$ cat config.mk
export PLATFORM = sky130hd
export DESIGN_NAME = mem_arbiter
export DESIGN_NICKNAME = d
export VERILOG_FILES = /design/src/rtl/mem_arbiter.sv
export SDC_FILE = /design/constraint.sdc
export NUM_CORES = 1
export LEC_CHECK = 0
export CORE_AREA = 2 2 87 89
export CTS_BUF_LIST = sky130_fd_sc_hd__clkbuf_8 sky130_fd_sc_hd__clkbuf_16
export DETAILED_ROUTE_END_ITERATION = 8
export DIE_AREA = 0 0 89 91
export GPL_TIMING_DRIVEN = 0
export PLACE_DENSITY = 0.74
export SLEW_MARGIN = 15
export SYNTH_ARGS = -nofsm -noshare
export SYNTH_HDL_FRONTEND = slang
export SYNTH_SLANG_ARGS = --single-unit
export TNS_END_PERCENT = 10
$ cat constraint.sdc
create_clock -name clk -period 1.7 [get_ports clk]
set_input_delay 0.34 -clock clk [delete_from_list [all_inputs] [get_ports clk]]
set_output_delay 0.34 -clock clk [all_outputs]
set_load 0.02 [all_outputs]
$ cat src/rtl/mem_arbiter.sv
// mem_arbiter: two-port arbiter and access sequencer for a single-port
// 16-bit main memory. Port 0 is the CPU and port 1 is the loader/DMA.
// One request is granted at a time. The address strobe and the data strobe
// are issued in separate cycles. The winner then gets a one-cycle acknowledge,
// plus read data when the access was a read.
//
// Ports:
//   clk, rst                  clock, asynchronous active-low reset
//   reqN/weN/addrN/wdataN     port N request, direction, address, write data
//   ackN/rdataN               port N completion pulse and read data
//   mem_addr_en/mem_addr      address-latch strobe and address to memory
//   mem_in_en/mem_in          write strobe and write data to memory
//   mem_out_en/mem_out        read strobe to memory, registered read data back
//   busy/owner                sequencer active, port currently granted
module mem_arbiter #(
    parameter int ADDR_W    = 16,
    parameter int DATA_W    = 16,
    parameter int FIXED_PRI = 0
) (
    input  logic              clk,
    input  logic              rst,
    input  logic              req0,
    input  logic              we0,
    input  logic [ADDR_W-1:0] addr0,
    input  logic [DATA_W-1:0] wdata0,
    output logic              ack0,
    output logic [DATA_W-1:0] rdata0,
    input  logic              req1,
    input  logic              we1,
    input  logic [ADDR_W-1:0] addr1,
    input  logic [DATA_W-1:0] wdata1,
    output logic              ack1,
    output logic [DATA_W-1:0] rdata1,
    output logic              mem_addr_en,
    output logic [ADDR_W-1:0] mem_addr,
    output logic              mem_in_en,
    output logic [DATA_W-1:0] mem_in,
    output logic              mem_out_en,
    input  logic [DATA_W-1:0] mem_out,
    output logic              busy,
    output logic              owner
);

    typedef enum logic [2:0] {
        IDLE = 3'd0,
        ADDR = 3'd1,
        WR   = 3'd2,
        RD   = 3'd3,
        ACK  = 3'd4
    } state_t;

    state_t              state_r;
    state_t              state_s;
    logic                grant_s;
    logic                any_req_s;
    logic                we_r;
    logic [ADDR_W-1:0]   addr_r;
    logic [DATA_W-1:0]   wdata_r;
    logic                owner_r;
    // Port granted most recently. It resets to 1 so that port 0 wins the first tie.
    logic                last_r;

    assign any_req_s = req0 | req1;

    // Winner selection for the current request pattern
    always_comb begin
        grant_s = 1'b0;
        if (req0 && req1) begin
            if (FIXED_PRI != 0) begin
                grant_s = 1'b0;
            end else begin
                grant_s = ~last_r;
            end
        end else if (req1) begin
            grant_s = 1'b1;
        end else begin
            grant_s = 1'b0;
        end
    end

    // Sequencer state register
    always_ff @(posedge clk or negedge rst) begin
        if (!rst) begin
            state_r <= IDLE;
        end else begin
            state_r <= state_s;
        end
    end

    // Next-state decode
    always_comb begin
        state_s = state_r;
        case (state_r)
            IDLE: begin
                if (any_req_s) begin
                    state_s = ADDR;
                end else begin
                    state_s = IDLE;
                end
            end
            ADDR: begin
                if (we_r) begin
                    state_s = WR;
                end else begin
                    state_s = RD;
                end
            end
            WR:      state_s = ACK;
            RD:      state_s = ACK;
            ACK:     state_s = IDLE;
            default: state_s = IDLE;
        endcase
    end

    // Capture the winning request at the granting edge. Inputs are ignored afterwards.
    always_ff @(posedge clk or negedge rst) begin
        if (!rst) begin
            we_r    <= 1'b0;
            addr_r  <= {ADDR_W{1'b0}};
            wdata_r <= {DATA_W{1'b0}};
            owner_r <= 1'b0;
            last_r  <= 1'b1;
        end else if (state_r == IDLE && any_req_s) begin
            owner_r <= grant_s;
            last_r  <= grant_s;
            we_r    <= grant_s ? we1 : we0;
            addr_r  <= grant_s ? addr1 : addr0;
            wdata_r <= grant_s ? wdata1 : wdata0;
        end
    end

    // Strobes and acknowledges decode from the state register only.
    // This gives half a cycle of setup before the falling edge where the memory samples them.
    always_comb begin
        mem_addr_en = 1'b0;
        mem_in_en   = 1'b0;
        mem_out_en  = 1'b0;
        ack0        = 1'b0;
        ack1        = 1'b0;
        rdata0      = {DATA_W{1'b0}};
        rdata1      = {DATA_W{1'b0}};
        case (state_r)
            ADDR: mem_addr_en = 1'b1;
            WR:   mem_in_en   = 1'b1;
            RD:   mem_out_en  = 1'b1;
            ACK: begin
                if (owner_r) begin
                    ack1 = 1'b1;
                    if (!we_r) begin
                        rdata1 = mem_out;
                    end else begin
                        rdata1 = {DATA_W{1'b0}};
                    end
                end else begin
                    ack0 = 1'b1;
                    if (!we_r) begin
                        rdata0 = mem_out;
                    end else begin
                        rdata0 = {DATA_W{1'b0}};
                    end
                end
            end
            default: begin
                mem_addr_en = 1'b0;
            end
        endcase
    end

    assign mem_addr = addr_r;
    assign mem_in   = wdata_r;
    assign busy     = (state_r != IDLE);
    assign owner    = owner_r;

endmodule

==> reports/results.ini <==
[placed_design]
globalplace.congestion = 0.687
place_area_um2 = 3780
post-dp-hpwl_um = 5630
place_ws_ns = -0.551
portBuffers = 155

[worst_setup_path]
crit_family = flip-flops
timing.rr.end = mem_addr[4]
crit_chain = nor2_4 > nand3b_1 > buf_4 > nor2_2 > buf_4
cp_common_cell = buf_4
start_kind = flop
cp_data_arrival_time_ns = 1.48
end_kind = output port
rr_startpoint = state_r[0]
crit_buf_inv = 2
critPathKind = flop to output port
cp_max_fo = 6
crit_required_ns = 1.36
reg2reg_depth = 6
slowest_delay_ns = 0.43
r2r_setup_slack_ns = 0.02
critPathSlowestCell = dfrtp_2

[clock_tree]
clock_sinks = 38
cts_tree = built
cts-buffers-inserted = 5
clockRootBuffer = clkbuf_8
clk_latency_ns = 0.28
path_clk_slew_ns = 0.08
htree_num_levels = 2
clockBufferDepth = 2

[routing]
drtIter0Drc = 55
dr_total_vias = 2276
drc_errors = 0
viasPerCell = 4.88
wl_per_cell_um = 15.8
dr.pass1.iters = 4
wl_um = 7380
ant_nets = 0

[synth]
synth.avg_cell_area_um2 = 10.6
synthCells = 197
ys_types = 23
synth_top_area_share = 0.445
ys_warn_count = 0
syn_nets = 283
yosys-top-cells-area = dfrtp_1, o221a_2, nand4b_1, nor2_1, nand2b_1
synth_top_cell_by_area = dfrtp_1
synth_area_um2 = 2080
synth-seq-cells = 38
synth-seq-area-share = 0.457

[outcome]
violations = negative setup slack
status = finished with violations

[global_routing]
grt_max_degree = 22
first_global_vias = 2339
grt_pass1_wl_um = 11100
antenna_found_initial = 0
grt_use_total = 0.174
grt-ovfl-total = 0

[die]
pin_count = 157
core_um2 = 7140
initial_core_util = 0.292
dieArea_um2 = 8100
die_h_um = 91
die_w_um = 89
row_count = 31

[timing]
slew_viol_final = 0
rsz0062_at_grt = true
whs_ns = 0.512
setup_ws_ns = -0.125
hold_viol = 0
finClkSkew_ns = 0.00757
fin_crit_ns = 1.82
fin_crit_sh = 1.07
relSlewSlack = 0.684
max_freq_mhz = 548
finalSetupViolCount = 29
worstMarginPinSlew_ns = 0.474

[cells_and_area]
drive_gt1_frac = 0.324
diodes = 0
nFillCells = 669
layout.nets = 452
final_area_um2 = 3940
area_growth_syn_to_layout_pct = 89.4

[min_path]
hold_path.class = input port to flop
hold_path.startpoint = req0
hold_path_end = mem_in[8]
holdPathStages = 3

[pwr]
power_density_nw_per_um2 = 1590
p_leak_uw = 0.00155
vdd_ir_drop_max_mv = 0.611
p_total_uw = 6260

[flow_run]
cap_violations = 0

-- logic make-up after synthesis --
kind of cell    count (synthesis)  synth area share
simple gates                   96             0.293
flops                          38             0.457
compound gates                 38             0.193
buf+inv                        25            0.0571
-- repair_timing --
action | in CTS | in global routing
hold buffers | 1 | 0
pin swaps | 4 | 2
endpoints found under the hold margin | 1 | 0
gates resized for setup | 204 | 28
setup endpoints to repair | 67 | 65
buffers inserted | 5 | 0
-- Yosys cell counts --
| cell | n |
|---|---|
| nand3b_1 | 1 |
| dfrtp_1 | 37 |
| o221a_2 | 28 |
| and2_1 | 1 |
| nand4b_1 | 33 |
| a21oi_1 | 2 |
| buf_2 | 8 |
| dfstp_2 | 1 |
| nor3b_1 | 2 |
| nor2_4 | 1 |
| nor2b_1 | 2 |
| a21o_1 | 1 |
| buf_4 | 4 |
| nor2_1 | 35 |
| nor3_4 | 1 |
| nand2b_1 | 17 |
| nand2_1 | 1 |
| o221a_1 | 5 |
| inv_1 | 2 |
| clkbuf_1 | 10 |
| a31oi_1 | 2 |
| inv_2 | 1 |
| nand3_1 | 2 |
-- flip-flops by register name, indices dropped and copies added, names as in the netlist --
| register | cells |
|---|---|
| state_r | 3 |
| mem_addr | 16 |
| last_r | 1 |
| mem_in | 16 |
| owner | 1 |
| we_r | 1 |
-- how the worst max path moves through the flow --
stage               start         end  slack [ns]  depth (start not counted)
6_report       state_r[0]   rdata0[4]       -0.12                          5
5_1_grt        state_r[0]   rdata0[4]       -0.21                          5
4_1_cts        state_r[0]   rdata0[1]       -0.11                          5
3_5_place_dp   state_r[0]  rdata1[10]       -0.55                          5
3_3_place_gp          rst   mem_in[3]       -0.63                          1
2_1_floorplan  state_r[1]  rdata1[10]        0.04                          4
-- metrics by stage --
| stage | cells | util | TNS [ns] |
|---|---|---|---|
| 5_1_grt | 466 | 0.553 | -7.16 |
| 3_3_place_gp | 451 | 0.526 | -47.73 |
| 6_report | 466 | 0.553 | -2.10 |
| 2_1_floorplan | 197 | - | 0 |
| 3_5_place_dp | 452 | 0.530 | -25.97 |
| 4_1_cts | 466 | 0.541 | -2.38 |
-- worst min-delay path, cell delays in order --
cell,delay (ns)
buf_2,0.16
nand4b_1,0.11
o221a_2,0.16
-- cells in the final DEF, fill, tap and decap left out, types with 4 or more instances in the layout --
cell             synthesis  routed
o221a_2                 28      28
clkbuf_8                 0       7
dfrtp_1                 37      34
nand2b_1                17      16
clkbuf_1                10       4
clkdlybuf4s50_1          0     115
nand4b_1                33      33
buf_2                    8      11
o221a_1                  5       5
buf_6                    0       9
nor2_2                   0       8
buf_4                    4      34
nor2_1                  35      25
-- report_power, final --
part | switching (uW) | internal (uW) | total [uW] | leakage (uW)
registers | 293 | 1370 | 1670 | 0.000417
logic | 1930 | 2030 | 3950 | 0.00108
clock network | 317 | 322 | 639 | 0.0000524
total | 2540 | 3720 | 6260 | 0.00155
-- layout make-up --
type | count | area, um^2 | share of cell area
repair buffers | 162 | 1540 | 0.391
multi-input cells | 134 | 1070 | 0.272
flip-flops and latches | 38 | 956 | 0.242
plain buffers | 22 | 148 | 0.0374
well taps | 99 | 124 | 0.0314
clock buffers | 6 | 82.6 | 0.0209
inverters | 3 | 11.3 | 0.00286
clock inverters | 2 | 8.76 | 0.00222
-- layer usage --
metal | up-vias | wire length (um) | global-route usage
met5 | - | 0 | 0
met4 | 0 | 62 | 0.0423
met3 | 6 | 834 | 0.0645
met2 | 121 | 3720 | 0.325
met1 | 1058 | 2760 | 0.180
li1 | 1091 | - | -
(Power assumes the default switching activity.)
